==> src/rtl/snake_pkg.sv <==
// Shared types and width helpers for the snake game core.
package snake_pkg;

    typedef enum logic [1:0] {
        StIdle = 2'd0,
        StRun  = 2'd1,
        StDead = 2'd2
    } game_state_e;

    localparam logic [3:0] DIR_UP    = 4'b0001;
    localparam logic [3:0] DIR_DOWN  = 4'b0010;
    localparam logic [3:0] DIR_LEFT  = 4'b0100;
    localparam logic [3:0] DIR_RIGHT = 4'b1000;

    // Swaps UP<->DOWN and LEFT<->RIGHT.
    function automatic logic [3:0] opposite_dir(input logic [3:0] d);
        return {d[2], d[3], d[0], d[1]};
    endfunction

    function automatic int unsigned cell_width(input int unsigned w, input int unsigned h);
        return $clog2(w) + $clog2(h);
    endfunction

    function automatic int unsigned len_width(input int unsigned max_len);
        return $clog2(max_len + 1);
    endfunction

endpackage

==> src/rtl/snake_tick_gen.sv <==
// Free-running step timer; emits one tick every TICK_CYCLES enabled cycles.
module snake_tick_gen #(
    parameter int unsigned TICK_CYCLES = 10000000
) (
    input  logic sys_clk,
    input  logic sys_rst_n,
    input  logic enable,
    input  logic clear,
    output logic tick
);

    localparam int unsigned CNTW = (TICK_CYCLES > 1) ? $clog2(TICK_CYCLES) : 1;

    logic [CNTW-1:0] cnt_q;

    assign tick = enable && (cnt_q == CNTW'(TICK_CYCLES - 1));

    always_ff @(posedge sys_clk or negedge sys_rst_n) begin
        if (!sys_rst_n) begin
            cnt_q <= '0;
        end else if (clear || tick) begin
            cnt_q <= '0;
        end else if (enable) begin
            cnt_q <= cnt_q + 1'b1;
        end
    end

endmodule

==> src/rtl/snake_engine.sv <==
// Snake game core: body shift register, growth, collision and edge handling,
// plus a registered occupancy map for the matrix scanner.
module snake_engine
    import snake_pkg::*;
#(
    parameter int unsigned GRID_W      = 8,
    parameter int unsigned GRID_H      = 8,
    parameter int unsigned MAX_LEN     = 8,
    parameter int unsigned INIT_LEN    = 4,
    parameter int unsigned TICK_CYCLES = 10000000,
    parameter int unsigned WRAP        = 1,
    localparam int unsigned CW         = cell_width(GRID_W, GRID_H),
    localparam int unsigned LW         = len_width(MAX_LEN)
) (
    input  logic                    sys_clk,
    input  logic                    sys_rst_n,
    input  logic [3:0]              dir_req,
    input  logic                    start,
    input  logic [CW-1:0]           food_pos,
    input  logic                    food_valid,
    output logic [MAX_LEN*CW-1:0]   body,
    output logic [LW-1:0]           len,
    output logic [GRID_W*GRID_H-1:0] occ,
    output logic [1:0]              game_state,
    output logic                    step,
    output logic                    eat,
    output logic                    die
);

    localparam int unsigned XW    = $clog2(GRID_W);
    localparam int unsigned YW    = $clog2(GRID_H);
    localparam int unsigned NCELL = GRID_W * GRID_H;

    function automatic logic [MAX_LEN*CW-1:0] init_body();
        logic [MAX_LEN*CW-1:0] b;
        b = '0;
        for (int i = 0; i < INIT_LEN; i++) begin
            b[i*CW +: CW] = {YW'(GRID_H / 2), XW'(GRID_W / 2 + i)};
        end
        return b;
    endfunction

    function automatic logic [NCELL-1:0] decode_occ(input logic [MAX_LEN*CW-1:0] b,
                                                    input logic [LW-1:0] l);
        logic [NCELL-1:0] o;
        o = '0;
        for (int i = 0; i < MAX_LEN; i++) begin
            if (LW'(i) < l) o[b[i*CW +: CW]] = 1'b1;
        end
        return o;
    endfunction

    localparam logic [MAX_LEN*CW-1:0] INIT_BODY = init_body();
    localparam logic [NCELL-1:0]      INIT_OCC  = decode_occ(INIT_BODY, LW'(INIT_LEN));

    game_state_e           state_q, state_d;
    logic [MAX_LEN*CW-1:0] body_q, body_d;
    logic [LW-1:0]         len_q, len_d;
    logic [NCELL-1:0]      occ_q, occ_d;
    logic [3:0]            cur_q, cur_d, pend_q, pend_d;
    logic                  step_q, step_d, eat_q, eat_d, die_q, die_d;

    logic          running, tick;
    logic [XW-1:0] hx, nx;
    logic [YW-1:0] hy, ny;
    logic [CW-1:0] nh;
    logic          at_edge, wall, eat_hit, grow, collide;

    assign running = (state_q == StRun);

    snake_tick_gen #(
        .TICK_CYCLES(TICK_CYCLES)
    ) u_tick (
        .sys_clk  (sys_clk),
        .sys_rst_n(sys_rst_n),
        .enable   (running),
        .clear    (!running),
        .tick     (tick)
    );

    assign hx = body_q[XW-1:0];
    assign hy = body_q[CW-1:XW];

    always_comb begin
        nx      = hx;
        ny      = hy;
        at_edge = 1'b0;
        unique case (1'b1)
            pend_q[0]: begin ny = hy - 1'b1; at_edge = (hy == '0); end
            pend_q[1]: begin ny = hy + 1'b1; at_edge = (hy == YW'(GRID_H - 1)); end
            pend_q[2]: begin nx = hx - 1'b1; at_edge = (hx == '0); end
            pend_q[3]: begin nx = hx + 1'b1; at_edge = (hx == XW'(GRID_W - 1)); end
            default: ;
        endcase
    end

    assign nh      = {ny, nx};
    assign wall    = (WRAP == 0) && at_edge;
    assign eat_hit = food_valid && (nh == food_pos);
    assign grow    = eat_hit && (len_q < LW'(MAX_LEN));

    // The tail slot is free this step unless the snake grows.
    always_comb begin
        collide = 1'b0;
        for (int j = 0; j < MAX_LEN; j++) begin
            if ((body_q[j*CW +: CW] == nh) && (LW'(j) < len_q) &&
                !((LW'(j) == len_q - 1'b1) && !grow)) begin
                collide = 1'b1;
            end
        end
    end

    always_comb begin
        state_d = state_q;
        body_d  = body_q;
        len_d   = len_q;
        cur_d   = cur_q;
        pend_d  = pend_q;
        step_d  = 1'b0;
        eat_d   = 1'b0;
        die_d   = 1'b0;

        if ($onehot(dir_req) && (dir_req != opposite_dir(cur_q))) pend_d = dir_req;

        unique case (state_q)
            StIdle: begin
                if (start) state_d = StRun;
            end
            StRun: begin
                if (tick) begin
                    if (wall || collide) begin
                        state_d = StDead;
                        die_d   = 1'b1;
                    end else begin
                        body_d = {body_q[(MAX_LEN-1)*CW-1:0], nh};
                        len_d  = len_q + LW'(grow);
                        cur_d  = pend_q;
                        step_d = 1'b1;
                        eat_d  = eat_hit;
                    end
                end
            end
            StDead: begin
                if (start) begin
                    state_d = StRun;
                    body_d  = INIT_BODY;
                    len_d   = LW'(INIT_LEN);
                    cur_d   = DIR_LEFT;
                    pend_d  = DIR_LEFT;
                end
            end
            default: state_d = StIdle;
        endcase

        occ_d = decode_occ(body_d, len_d);
    end

    always_ff @(posedge sys_clk or negedge sys_rst_n) begin
        if (!sys_rst_n) begin
            state_q <= StIdle;
            body_q  <= INIT_BODY;
            len_q   <= LW'(INIT_LEN);
            occ_q   <= INIT_OCC;
            cur_q   <= DIR_LEFT;
            pend_q  <= DIR_LEFT;
            step_q  <= 1'b0;
            eat_q   <= 1'b0;
            die_q   <= 1'b0;
        end else begin
            state_q <= state_d;
            body_q  <= body_d;
            len_q   <= len_d;
            occ_q   <= occ_d;
            cur_q   <= cur_d;
            pend_q  <= pend_d;
            step_q  <= step_d;
            eat_q   <= eat_d;
            die_q   <= die_d;
        end
    end

    assign body       = body_q;
    assign len        = len_q;
    assign occ        = occ_q;
    assign game_state = state_q;
    assign step       = step_q;
    assign eat        = eat_q;
    assign die        = die_q;

endmodule

==> config.mk <==
export PLATFORM = sky130hd
export DESIGN_NAME = snake_engine
export DESIGN_NICKNAME = d
export VERILOG_FILES = /design/src/rtl/snake_pkg.sv /design/src/rtl/snake_tick_gen.sv /design/src/rtl/snake_engine.sv
export SDC_FILE = /design/constraint.sdc
export NUM_CORES = 1
export LEC_CHECK = 0
export CAP_MARGIN = 20
export CELL_PAD_IN_SITES_DETAIL_PLACEMENT = 0
export CELL_PAD_IN_SITES_GLOBAL_PLACEMENT = 2
export CORE_ASPECT_RATIO = 0.75
export CORE_MARGIN = 8
export CORE_UTILIZATION = 40
export CTS_BUF_LIST = sky130_fd_sc_hd__clkbuf_4 sky130_fd_sc_hd__clkbuf_8
export CTS_CLUSTER_SIZE = 28
export DETAILED_ROUTE_END_ITERATION = 10
export DONT_BUFFER_PORTS = 1
export PLACE_DENSITY = 0.8
export SETUP_SLACK_MARGIN = 0.2
export SYNTH_ARGS = -nofsm -noshare
export SYNTH_HDL_FRONTEND = slang
export SYNTH_SLANG_ARGS = --single-unit
==> constraint.sdc <==
create_clock -name sys_clk -period 6.1 [get_ports sys_clk]
set_input_delay 1.22 -clock sys_clk [delete_from_list [all_inputs] [get_ports sys_clk]]
set_output_delay 1.22 -clock sys_clk [all_outputs]
set_load 0.01 [all_outputs]
**Word level (Yosys, flattened, before mapping)**

Index checks and enable logic that the tools add are counted.

- Bitwise logic cells: 7
- Order comparisons: 33
- Multipliers: 0
- Div/mod/pow operators: 0
- Shifts and indexed selects: 0
- Mux-type cells: 64
- Equal/unequal tests: 26
- Add/sub/neg operators: 10
- Reduce and logical (&&, ||, !) cells: 54

Operators with widths:

| operator | count |
|---|---|
| $mux 64 | 8 |
| $or 64x64->64 | 7 |
| $mux 48 | 3 |
| $pmux 48 s2 | 1 |
| $lt 6x7->1 const B | 8 |
| $eq 6x6->1 | 9 |
| $demux 1 s6 | 8 |
| $ge 6x1->1 const B | 8 |
| $mux 24 | 2 |
| $logic_and 1x1->1 | 36 |
| $mux 4 | 9 |
| $lt 3x4->1 const A | 8 |
| $mux 1 | 25 |
| $add 24x1->24 const B | 1 |
| $eq 24x24->1 const B | 1 |
| $eq 3x4->1 const A | 4 |
| $lt 1x4->1 const A | 4 |
| $lt 2x4->1 const A | 4 |
| $pmux 4 s2 | 2 |
| $pmux 3 s2 | 2 |
| $logic_not 1->1 | 10 |
| $eq 2x4->1 const A | 2 |
| $add 3x1->3 const B | 2 |
| $mux 2 | 3 |
| other kinds (21) | 27 |

- Bits in latches: 0
- Memories kept: 0
- Register bits: 153
- Word-level logic and storage cells: 204
- Memory bits (writable): 0
- Memory bits (read-only): 0

**Logic depth before layout (Yosys ltp)**

- Word-level depth: 39
- Gate-level depth with buffers: 24
- Gate-level depth less buffers: 21

**Hierarchy**

A second synthesis with hierarchy kept.

- Cells, all modules: 1,675
- Area, all modules: 13,504.2 sq um

By module, submodules not included:

| module | instances | cells each | area an instance (sq um) |
|---|---|---|---|
| snake_engine | 1 | 1,535 | 12,197.9 |
| snake_tick_gen | 1 | 140 | 1,306.3 |

**Least setup slack after synthesis**

Ideal clock, no wire load.

- Kind: register to register
- From: register body_q[4] (netlist: body[4])
- To: register occ_q[51] (netlist: occ[51])
- Period minus slack after synthesis: 4.673 ns
- Required time: 5.972 ns
- Path buffers: 2
- Setup time: 0.128 ns
- Cell stages (with the launch flop): 22
- Slack: 1.427 ns
- Arrival time: 4.545 ns
- Cell sequence: dfrtp_1 -> clkbuf_1 -> inv_1 -> fa_1 -> o21ba_2 -> nor3_1 -> o211ai_1 -> or3_1 -> nor2_1 -> ha_1 -> ha_1 -> a21oi_1 -> o211ai_1 -> o21ai_0 -> nand2b_1 -> mux2_4 -> a311oi_4 -> nor2b_2 -> and3_1 -> buf_2 -> a222oi_1 -> nand2_1

- Longest elaborated chain between the ends: 39

RTL lines:

| what | line | source |
|---|---|---|
| start: declaration | snake_engine.sv:57 | `logic [MAX_LEN*CW-1:0] body_q, body_d;` |
| start signal: assignment | snake_engine.sv:171 | `body_q <= body_d;` |
| $add 3x1->3 / $sub 3x1->3 (equally long branches) | snake_engine.sv:90, snake_engine.sv:89 |  |
| $pmux 3 s2 | snake_engine.sv:88 | `unique case (1'b1)` |
| $eq 6x6->1 | snake_engine.sv:99 | `assign eat_hit = food_valid && (nh == food_pos);` |
| $logic_and 1x1->1 | snake_engine.sv:99 |  |
| $logic_and 1x1->1 | snake_engine.sv:100 | `assign grow = eat_hit && (len_q < LW'(MAX_LEN));` |
| $logic_not 1->1 | snake_engine.sv:107 | `!((LW'(j) == len_q - 1'b1) && !grow)) begin` |
| $logic_and 1x1->1 | snake_engine.sv:107 |  |
| $logic_not 1->1 | snake_engine.sv:107 |  |
| (+24 left out) | - |  |
| $mux 64 | snake_engine.sv:48 | `if (LW'(i) < l) o[b[i*CW +: CW]] = 1'b1;` |
| $or 64x64->64 (no source line) | - |  |
| $mux 64 | snake_engine.sv:48 |  |
| $or 64x64->64 (no source line) | - |  |
| $mux 64 | snake_engine.sv:48 |  |
| $or 64x64->64 (no source line) | - |  |
| $mux 64 * | snake_engine.sv:48 |  |
| named net occ_d[51] | snake_engine.sv:59 | `logic [NCELL-1:0] occ_q, occ_d;` |
| end signal: assignment | snake_engine.sv:163 | `occ_q <= INIT_OCC;` |
| end signal: assignment | snake_engine.sv:173 | `occ_q <= occ_d;` |
| end: declaration | snake_engine.sv:59 |  |

Mark *: on every way through the listed nets, which the timed path passes. The rest lies on a longest branch.
A chain may end at the register's enable or synchronous reset.

**Worst setup path after layout**

- From: register body_q[3] (netlist: body[3])
- To: register occ_q[48] (netlist: occ[48])

RTL lines:

| what | line |
|---|---|
| $add 3x1->3 / $sub 3x1->3 (equally long branches) | snake_engine.sv:90, snake_engine.sv:89 |
| $pmux 3 s2 | snake_engine.sv:88 |
| $eq 6x6->1 | snake_engine.sv:99 |
| $logic_and 1x1->1 | snake_engine.sv:99 |
| $logic_and 1x1->1 | snake_engine.sv:100 |
| $logic_not 1->1 | snake_engine.sv:107 |
| $logic_and 1x1->1 | snake_engine.sv:107 |
| $logic_not 1->1 | snake_engine.sv:107 |
| (+12 left out) | - |
| named net body_d[35] | snake_engine.sv:57 |
| (+3 left out) | - |
| $demux 1 s6 * | snake_engine.sv:48 |
| $or 64x64->64 (no source line) * | - |
| $mux 64 * | snake_engine.sv:48 |
| $or 64x64->64 (no source line) | - |
| $mux 64 * | snake_engine.sv:48 |
| $or 64x64->64 (no source line) | - |
| $mux 64 * | snake_engine.sv:48 |
| named net occ_d[48] | snake_engine.sv:59 |

Marks and branches as above.

==> results.md <==
* Status: finished clean
* Setup Skew at roughly 26 ps
* FF+latch count, synth at 153
* Type of origin of the critical path: flip-flop
* CTS hold repair buffers at 0
* Final setup fails at 0
* Placed Area at 13000 um2
* FF-to-FF End: occ[48]$_DFF_PN0_
* Synthesized instance count at about 1500
* CP Cell Sequence: inv_1 > fa_1 > o21bai_1 > a21boi_1 > o211ai_1 > o31ai_1 > o311ai_1 > o2111ai_1 > nor2_2 > buf_4 > mux2i_1 > nand3_1 > o22ai_1 > nor3_1 > o211ai_1
* IO buf count at 0
* Final WS setup at 385 ps
* DRT Wirelength at 67400 um
* Total of cells resized after clock tree synthesis at 0
* Yosys warns at 0
* Register area share after synthesis at 0.318
* Global-route wire length before repair at ~96000 um
* CP peak stage delay at between 700 and 800 ps
* Cell family with most CP delay: compound AO/OA/AOI/OAI gates
* Leakage power at 5.48 nW
* R2R Setup Slk at roughly 380 ps
* 1st-iter DRT viols at approximately 2200
* CTS tree: built
* Die width at 217 um
* Routability Congestion at 1.11
* Setup WS pre-CTS at 376 ps
* Share of cells above drive strength 1 at 0.135
* Mean Syn Cell Area at 7.89 um2
* Bufs and invs on worst path at 2
* Die Ht at about 170 um
* Post-synth EDFFs at 0
* CP max stage cell: nand3_1
* Initial DRT Pass Iterations at 8
* DRC viols at 0
* DRT antenna net count at 0
* Worst hold slack at around 380 ps
* Number of setup buffers added after CTS at 0
* Worst hold path class: in2async
* Largest net degree at the start of global routing at 154
* Clock-pin slew on the worst setup and hold paths at approximately 100 ps
* Pwr Density at 216 nW/um2
* Vias in the first global route at 13200
* Syn Nets at 1564
* Layout Nets at 1594
* Post-route cell area at 13400 um2
* Reg2reg start: body[3]$_DFF_PN0_
* Via/cell ratio at 7.05
* Top FF cell, synth: dfrtp_1
* Commonest cells after routing, fill and taps aside: nand2_1, nor2_1, dfrtp_1, o22ai_1, buf_4
* Area growth from synthesis to layout at 10.4%
* Clk sinks at ~150
* # IOs at 135
* Final hold violations at 0
* CP Max Fanout at 10
* GR Overflow Total at 0
* Initial antenna violation count at 2
* Ant diodes at 0
* Clk_lat worst skew at 530 ps
* CORE AREA at 30000 um2
* Clock Path Buffers at 2
* WP data arrival at a little over 6000 ps
* Req. time, crit path at ~6500 ps
* Synth unique cells at between 90 and 100
* Crit path capture type: flip-flop
* Full die area at between 30000 and 40000 um2
* Num CTS Buffers at 17
* Final Max Tran Viols at 0
* Crit path top cell by count: o211ai_1
* Initial Util at 0.404
* Period utilization at 0.937
* H-Tree Depth at 4
* Asr flop ratio synth at 1.00
* Slew @ Worst Pin at 1130 ps
* Final core occ at 0.446
* Cell Area, Synth at 12100 um2
* Kind of critical path: reg2reg
* DPL Wire Length at 50700 um
* RSZ-0062 raised after global routing: true
* Vias at 14000
* FF-to-FF path depth at 15
* CTS root buffer: clkbuf_8
* Fin crit period at between 5000 and 6000 ps
* Overall Global Routing Usage at 0.363
* Maximum vdd drop at 166 uV
* Fmax at ~170 MHz
* Routed len/inst at 34.0 um
* # rows at between 50 and 60
* Max_slew headroom at 0.245
* # Max-Cap Violations at 0
* Final TNS setup at 0 ps
## metrics by stage
step,power (W),instances
floorplan,0.00174,1538
global placement,0.00203,1943
detailed placement,0.00203,1945
CTS,0.00287,1977
global route,0.00302,1980
finish,0.00289,1980
## cells in the mapped netlist (6+ instances only)
master | instances | area (um2)
nor2_1 | 175 | 657
a221o_1 | 9 | 90.1
and2_1 | 15 | 93.8
nor3b_1 | 6 | 45.0
or2_2 | 11 | 68.8
mux2i_1 | 9 | 90.1
ha_1 | 9 | 113
nor2b_1 | 16 | 100
o32ai_1 | 11 | 96.3
o2111ai_1 | 6 | 52.6
a22oi_1 | 50 | 375
dfrtp_1 | 134 | 3350
a221oi_1 | 11 | 96.3
or3_1 | 16 | 100
nor4_1 | 9 | 56.3
a21oi_1 | 72 | 360
xnor3_1 | 12 | 270
a31oi_1 | 8 | 50.1
nand3b_1 | 8 | 60.1
nand2_1 | 175 | 657
inv_1 | 45 | 169
dfstp_2 | 19 | 499
nand3_1 | 84 | 420
nand2b_1 | 19 | 119
nand4_1 | 20 | 125
xnor2_1 | 33 | 289
xor2_1 | 19 | 166
buf_2 | 22 | 110
o22ai_1 | 130 | 813
a2111oi_0 | 9 | 78.8
nor3_1 | 51 | 255
o21ai_0 | 64 | 320
a211oi_1 | 17 | 128
clkbuf_1 | 49 | 184
and3_1 | 29 | 181
o211ai_1 | 14 | 105
buf_1 | 11 | 41.3
and4_1 | 7 | 61.3
## sequential cells by signal, summed over array words and instances (netlist names)
signal	cells
step	1
u_tick.cnt_q	24
cur_q	4
len	4
game_state	2
pend_q	4
occ	64
eat	1
body	48
die	1
## cell type report
type | instances | area [um2]
Fill cell | 3125 | 16600
Inverter | 50 | 188
Tap cell | 399 | 499
Clock inverter | 14 | 151
Multi-Input combinational cell | 1245 | 7680
Timing Repair Buffer | 101 | 766
Sequential cell | 153 | 3850
Clock buffer | 18 | 248
## worst max path at each step
stage	startpoint	end	slack (ps)	cells past startpoint
2_1_floorplan	body[4]$_DFF_PN0_	occ[51]$_DFF_PN0_	1430	21
3_3_place_gp	food_pos[5]	occ[40]$_DFF_PN0_	380	19
3_5_place_dp	food_pos[5]	occ[40]$_DFF_PN0_	380	16
4_1_cts	pend_q[3]$_DFF_PN0_	occ[40]$_DFF_PN0_	430	17
5_1_grt	body[3]$_DFF_PN0_	occ[40]$_DFF_PN0_	170	17
6_report	body[3]$_DFF_PN0_	occ[48]$_DFF_PN0_	380	15
## where the power goes
group          switching (W)  internal (W)
combinational       0.000668      0.000292
sequential         0.0000488       0.00104
clock               0.000490      0.000351
## cell families (layout without fill, tap and decap cells)
| logic type | Yosys count | after routing | share of synthesized area |
|---|---|---|---|
| multiplexers | 15 | 15 | 0.0135 |
| AO/OA/AOI/OAI | 484 | 484 | 0.274 |
| flip-flops | 153 | 153 | 0.318 |
| adder cells (fa/ha/maj) | 12 | 12 | 0.0142 |
| AND/OR/NAND/NOR | 667 | 667 | 0.266 |
| buffers and inverters | 140 | 183 | 0.0493 |
| XOR/XNOR | 67 | 67 | 0.0651 |
## layer usage
metal | up-vias | part of all wire | wire length, um | global-route usage
met1 | 6889 | 0.43 | 29000 | 0.513
met5 | - | 0.00034 | 23 | 0
li1 | 5807 | - | - | -
met2 | 1116 | 0.38 | 25300 | 0.467
met3 | 151 | 0.16 | 10800 | 0.176
met4 | 2 | 0.033 | 2230 | 0.122
Note: power is estimated with default switching activity, not from simulation.
